===== config.mk =====
export PLATFORM = sky130hd
export DESIGN_NAME = perf_sample_ctrl
export DESIGN_NICKNAME = d
export VERILOG_FILES = /design/src/rtl/perf_sample_ctrl.sv
export SDC_FILE = /design/constraint.sdc
export NUM_CORES = 1
export LEC_CHECK = 0
export CORE_MARGIN = 3
export CORE_UTILIZATION = 49
export CTS_CLUSTER_SIZE = 14
export DETAILED_ROUTE_END_ITERATION = 7
export GPL_ROUTABILITY_DRIVEN = 1
export PLACE_DENSITY_LB_ADDON = 0.1
export SLEW_MARGIN = 20
export SYNTH_ARGS = -nofsm -noshare
export SYNTH_HDL_FRONTEND = slang
export SYNTH_SLANG_ARGS = --single-unit

===== constraint.sdc =====
create_clock -name clk_i -period 14.3 [get_ports clk_i]
set_clock_uncertainty 0.2 [all_clocks]
set_input_delay 1.43 -clock clk_i [delete_from_list [all_inputs] [get_ports clk_i]]
set_output_delay 1.43 -clock clk_i [all_outputs]
set_load 0.1 [all_outputs]

===== src/rtl/perf_sample_ctrl.sv =====
// Perf-counter port arbiter: CSR accesses take priority; a periodic sampler scans a window of counters.
// Build option PERF_SAMPLE_CLEAR_EN: each scan read also clears the counter (read-then-clear).
//
// state  | meaning
// S_IDLE | waiting for a timer trigger with a non-empty window
// S_SCAN | issuing one counter read per cycle from idx_q up to last_q
module perf_sample_ctrl #(
  parameter int unsigned XLEN     = 32,
  parameter int unsigned IDX_W    = 5,
  parameter int unsigned PERIOD_W = 32,
  parameter int unsigned SEQ_W    = 16
) (
  input  logic                clk_i,
  input  logic                rst_i,
  input  logic                csr_req_i,
  input  logic                csr_we_i,
  input  logic [IDX_W-1:0]    csr_addr_i,
  input  logic [XLEN-1:0]     csr_wdata_i,
  output logic                csr_rvalid_o,
  output logic [XLEN-1:0]     csr_rdata_o,
  output logic [IDX_W-1:0]    pc_addr_o,
  output logic                pc_we_o,
  output logic [XLEN-1:0]     pc_wdata_o,
  input  logic [XLEN-1:0]     pc_rdata_i,
  input  logic                sample_en_i,
  input  logic [PERIOD_W-1:0] period_i,
  input  logic [IDX_W-1:0]    first_idx_i,
  input  logic [IDX_W-1:0]    last_idx_i,
  output logic                smp_valid_o,
  input  logic                smp_ready_i,
  output logic [IDX_W-1:0]    smp_idx_o,
  output logic [XLEN-1:0]     smp_data_o,
  output logic [SEQ_W-1:0]    smp_seq_o,
  output logic                busy_o,
  output logic                overrun_o,
  input  logic                overrun_clr_i
);

  typedef enum logic {S_IDLE, S_SCAN} state_e;

  state_e                state_q, state_d;
  logic [IDX_W-1:0]      idx_q, last_q;
  logic [SEQ_W-1:0]      seq_q;
  logic [PERIOD_W-1:0]   timer_q;
  logic                  active_q;
  logic                  timer_act, trigger, win_ok, start, issue, last_issue;

  assign timer_act  = sample_en_i && (period_i != '0);
  // active_q makes the first enabled cycle a reload, so the first trigger lands a full period later
  assign trigger    = timer_act && active_q && (timer_q == '0);
  assign win_ok     = (first_idx_i <= last_idx_i);
  assign start      = (state_q == S_IDLE) && trigger && win_ok;
  assign issue      = (state_q == S_SCAN) && !csr_req_i && (!smp_valid_o || smp_ready_i);
  assign last_issue = issue && (idx_q == last_q);
  assign busy_o     = (state_q == S_SCAN);

  always_ff @(posedge clk_i) begin
    if (rst_i) begin
      timer_q  <= '0;
      active_q <= 1'b0;
    end else begin
      active_q <= timer_act;
      if (!timer_act || !active_q || (timer_q == '0)) begin
        timer_q <= period_i - PERIOD_W'(1);
      end else begin
        timer_q <= timer_q - PERIOD_W'(1);
      end
    end
  end

  always_comb begin
    state_d    = state_q;
    pc_addr_o  = '0;
    pc_we_o    = 1'b0;
    pc_wdata_o = '0;
    case (state_q)
      S_IDLE: if (start) state_d = S_SCAN;
      S_SCAN: if (last_issue) state_d = S_IDLE;
      default: state_d = S_IDLE;
    endcase
    if (csr_req_i) begin
      pc_addr_o  = csr_addr_i;
      pc_we_o    = csr_we_i;
      pc_wdata_o = csr_wdata_i;
    end else if (issue) begin
      pc_addr_o = idx_q;
`ifdef PERF_SAMPLE_CLEAR_EN
      pc_we_o   = 1'b1;
`else
      pc_we_o   = 1'b0;
`endif
    end
  end

  always_ff @(posedge clk_i) begin
    if (rst_i) begin
      state_q      <= S_IDLE;
      idx_q        <= '0;
      last_q       <= '0;
      seq_q        <= '0;
      smp_valid_o  <= 1'b0;
      smp_idx_o    <= '0;
      smp_data_o   <= '0;
      smp_seq_o    <= '0;
      overrun_o    <= 1'b0;
      csr_rvalid_o <= 1'b0;
      csr_rdata_o  <= '0;
    end else begin
      state_q <= state_d;
      // window is latched at scan start; last index is compared before the increment, so 31 never wraps
      if (start) begin
        idx_q  <= first_idx_i;
        last_q <= last_idx_i;
      end else if (issue) begin
        idx_q <= idx_q + IDX_W'(1);
        if (last_issue) seq_q <= seq_q + SEQ_W'(1);
      end

      if (issue) begin
        smp_valid_o <= 1'b1;
        smp_idx_o   <= idx_q;
        smp_data_o  <= pc_rdata_i;
        smp_seq_o   <= seq_q;
      end else if (smp_ready_i) begin
        smp_valid_o <= 1'b0;
      end

      if ((state_q == S_SCAN) && trigger) begin
        overrun_o <= 1'b1;
      end else if (overrun_clr_i) begin
        overrun_o <= 1'b0;
      end

      csr_rvalid_o <= csr_req_i && !csr_we_i;
      if (csr_req_i && !csr_we_i) csr_rdata_o <= pc_rdata_i;
    end
  end

endmodule


-- Yosys cells after proc, flatten, opt, wreduce, memory -nomap -nowiden
Cells that the tools add are included.
- $lt $le $gt $ge: 1
- add/subtract/negate cells: 4
- muxes and demuxes: 14
- bitwise operators: 2
- equality and inequality tests: 1
- reduce and logical (&&, ||, !) cells: 24
- operators by type and width (operator ; number):
    2-to-1 mux 32 bit ; 2
    subtractor 32 x 1 -> 32 bit, second input constant ; 2
    logical NOT 32 bit ; 1
    nonzero test 32 bit ; 1
    2-to-1 mux 5 bit ; 4
    adder 16 x 1 -> 16 bit, second input constant ; 1
    logical AND 1 bit ; 10
    2-to-1 mux 1 bit ; 7
    nonzero test 2 bit ; 3
    adder 5 x 1 -> 5 bit, second input constant ; 1
    == test 5 bit ; 1
    <= comparator 5 bit ; 1
    logical NOT 1 bit ; 5
    logical OR 1 bit ; 3
    AND reduction 3 bit ; 1
    NOT 1 bit ; 2
    one-hot mux 1 bit (2 select lines) ; 1
- input port bits: 118
- register bits after elaboration: 148
- logic and storage cells: 59
- output and inout bits: 127

-- Longest topological paths before layout
- depth after elaboration: 8
- gate-level depth with buffers: 16
- depth with buffers taken out: 13

-- Worst setup path after synthesis
OpenSTA, ideal clock, no wires.
- kind: input port to flip-flop
- start: input port period_i[1]
- end: register timer_q[22]
- setup slack: 8.184 ns
- library setup time: 0.086 ns
- buffers on the path: 3
- cell stages on the path: 16
- arrival: 5.831 ns
- required time: 14.014 ns
- cell sequence: or4_4 or4_4 buf_6 o311ai_4 a31oi_1 buf_4 buf_1 mux2i_1 ha_1 or3b_2 or3_1 or3_1 or3_1 xnor2_1 nor2_1 a211oi_1
- word-level cells in the longest chain between the ends: 6
- elaborated cells on any way between the ends: 7
- classes of those cells: add/sub (1); mux (1); reduce/logical (5)
- RTL lines (element ; RTL line ; text):
    from (decl) ; 26 ; input logic [PERIOD_W-1:0] period_i,
    branches (longest 5 deep; another with subtractor 32 x 1 -> 32 bit) ; - ;
    2-to-1 mux 32 bit * ; 63 ; if (!timer_act || !active_q || (timer_q == '0)) begin
    to (signal assigned) ; 64 ; timer_q <= period_i - PERIOD_W'(1);
    to (signal assigned) ; 66 ; timer_q <= timer_q - PERIOD_W'(1);
    to (decl) ; 44 ; logic [PERIOD_W-1:0] timer_q;
Mark *: on every way between the ends.
A chain may end at the register's enable or synchronous reset.

-- Final worst setup path
- start: input port period_i[1]
- end: register timer_q[28]
The elaborated chain is that of the path after synthesis.

==> out/qor.log <==
[status] result of the run completed
[sta] total count of max-transition violations in the final report 0
[setup_path] required time of the critical path 14,440 ps
[sta] Final Hold Fails 0
[setup_path] worst reg2reg path depth 13
[grt] largest net degree at the start of global routing 75
[die] initial core utilization 51.13%
[setup_path] WP data arrival 6240 ps
[yosys] Post-synth top flop dfxtp_1
[layout] fill count 1,067
[sta] Worst Hold Margin 251.9 ps
[detailed_routing] number of vias after detailed routing 6,850
[layout] area overhead of the layout relative to synthesis 44.86%
[placed_design] # port buffers 244
[yosys] top-count cell post-synth nand2_1
[detailed_routing] remaining number of nets flagged by the antenna check after routing 0
[sta] f_max 164.1 MHz
[sta] setup repair after global routing missed its margin false
[layout] total inserted antenna cells 0
[cts] clock-pin slew reported for the worst setup and hold paths after clock tree synthesis 60 ps
[cts] Clock Root Buffer clkbuf_16
[setup_path] Worst Path Class, Setup primary input to flip-flop
[grt] total grt overflow 0
[die] Die ar. 15,550 µm²
[sta] final period utilization 42.62%
[yosys] library cell with the largest summed area after synthesis dfxtp_1
[sta] final setup vio count 0
[placed_design] Final HPWL DP 14.34 mm
[detailed_routing] mean number of vias per cell 5.389
[grt] global-route wire length before repair 33.53 mm
[worst_hold_path] Worst Hold Class flip-flop to flip-flop
[cts] total CTS buffers 17
[yosys] Avg Inst Size Synth 7.983 µm²
[worst_hold_path] hold path depth 2
[yosys] Warnings, synthesis 0
[yosys] Synthesized Nets 991
[yosys] synthesized netlist cell count 865
[sta] slew at the pin with the worst max-slew slack 1051 ps
[setup_path] category of the worst setup path launch point primary input
[pwr] leakage power figure 3.580 nW
[die] I/O pin total 245
[layout] layout cell share with drive strength beyond 1 5.205%
[yosys] number of different library cells in the post-synthesis netlist 50
[die] Core Area 13,510 µm²
[yosys] post-synthesis register bit count 148
[cts] quantity of gates resized following cts 0
[cts] cts hold-fix bufs 0
[detailed_routing] final routed DRC violation total 0
[cts] count of clock tree sinks 148
[cts] clock tree from TritonCTS yes
[layout] register area 2963 µm²
[flow_run] number of maximum-capacitance violations 0
[grt] Total Routing Usage GR 26.17%
[cts] deepest clock path buffer count 2
[sta] worst slew slack as a fraction of its limit 29.70%
[die] count of standard-cell rows 42
[yosys] number of enable flip-flop cells after synthesis 0
[cts] CTS H-tree lvls 4
[grt] via count of the first global-routing pass 6,592
[cts] number of setup buffers added after CTS 0
[yosys] Post-Syn Area 6905 µm²
[pwr] power per unit of standard cell area 106.9 nW/µm²
[layout] number of nets in the layout 1,208
[detailed_routing] iteration count of the initial detailed-routing pass 5
[die] overall die width 124.7 µm
[detailed_routing] First DRT Iteration DRCs 612
[pwr] maximum vdd drop 85.55 µV
[grt] antenna violations before repair 0
[detailed_routing] detailed-route wire length per cell 16.08 µm
[cts] clock latency on the worst-skew pair 430 ps
[detailed_routing] routed wire length 20.44 mm
[placed_design] weighted congestion at the end of routability-driven global placement 0.8994
[yosys] fraction of synthesized cell area taken by the top area cell type 42.91%
[setup_path] Max Fanout on Critical Path 8
[yosys] top cell types by occurrence after synthesis nand2_1 (199), dfxtp_1 (148), a21oi_1 (101), nor2_1 (72), clkbuf_1 (39)
[yosys] cell types occupying the most area after synthesis dfxtp_1 (43%), nand2_1 (11%), a21oi_1 (7.3%)
[die] Die Ht 124.7 µm
[setup_path] Worst Setup End Kind flip-flop
[yosys] post-synthesis sequential area ratio 42.91%
[layout] Core Util, Final 74.07%
[sta] shortest period the worst path allows 6095 ps
[yosys] async set-reset flop share out of synthesis 0%
[layout] area of combinational cells with multiple inputs 3709 µm²
[sta] total negative setup slack 0 ps
critical path: stages:
cell,delay (ps)
clkdlybuf4s50_1,450
or4_4,590
or4_4,640
o311ai_4,390
a31oi_4,100
mux2i_1,230
ha_1,260
or3b_2,520
or3_1,390
or3_1,430
nor3_1,270
mux2i_2,160
o21a_1,210
nor3_1,150
sequential cells by signal, indices dropped and copies added (netlist names):
register	cells
csr_rdata_o	32
idx_q	5
overrun_o	1
seq_q	16
smp_valid_o	1
busy_o	1
smp_seq_o	16
active_q	1
csr_rvalid_o	1
smp_idx_o	5
last_q	5
timer_q	32
smp_data_o	32
path summary, 6_finish.rpt:
kind	start	to	slack, ps
worst max register to register	timer_q[1]	timer_q[28]	9220
worst min register to register	csr_rdata_o[16]	csr_rdata_o[16]	250
worst max-delay path	period_i[1]	timer_q[28]	8210
worst min-delay path	csr_rdata_o[16]	csr_rdata_o[16]	250
cell type report:
type / count / share of cell area, %
Clock buffer: 17 / 4.253
Clock inverter: 15 / 1.726
Inverter: 9 / 0.3377
Multi-Input combinational cell: 656 / 37.07
Sequential cell: 148 / 29.62
Tap cell: 176 / 2.201
Timing Repair Buffer: 250 / 24.79
per-layer routing:
| metal | GRT usage [%] | vias up | wire, µm |
|---|---|---|---|
| li1 | - | 3365 | - |
| met1 | 32.85 | 3201 | 8628 |
| met2 | 42.94 | 239 | 9883 |
| met3 | 7.976 | 45 | 1455 |
| met4 | 8.640 | 0 | 473 |
| met5 | 0 | - | 0 |
cells by family after synthesis:
| family | count (synthesis) | synth area share [%] |
|---|---|---|
| compound gates | 149 | 12.77 |
| xor+xnor | 55 | 6.976 |
| fa+ha+maj | 8 | 1.450 |
| buf+inv | 61 | 3.787 |
| flops | 148 | 42.91 |
| mux | 25 | 3.732 |
| simple gates | 419 | 28.37 |
cell usage in the layout, fill, tap and decap left out, types with 9 or more instances in the layout:
cell	synthesis	layout
nor2_1	72	72
nand2_1	199	199
a211oi_1	17	17
clkbuf_16	0	17
a21oi_1	101	101
dfxtp_1	148	148
mux2i_1	21	21
clkdlybuf4s50_1	0	242
and2_1	37	37
o21ai_0	9	9
or3_1	23	23
nor3_1	18	18
xnor2_1	29	29
inv_1	9	9
xor2_1	26	26
nor4_1	15	15
report_power, final:
part	total (mW)	switching, mW	internal [mW]
clock	0.450	0.188	0.262
sequential	0.432	0.00907	0.423
combinational	0.187	0.120	0.0665
through the flow:
step                total power, mW  cell area [µm²]  setup WS [ps]  cells
finish                        1.069            10000           8206   1271
global route                  1.104            10000           8011   1271
CTS                           1.075            10010           7932   1271
detailed placement           0.6272             9410           7848   1239
global placement             0.6261             9410           7947   1239
floorplan                    0.5593             6905           8184    865
No activity file was read; power rests on OpenSTA's default activity.
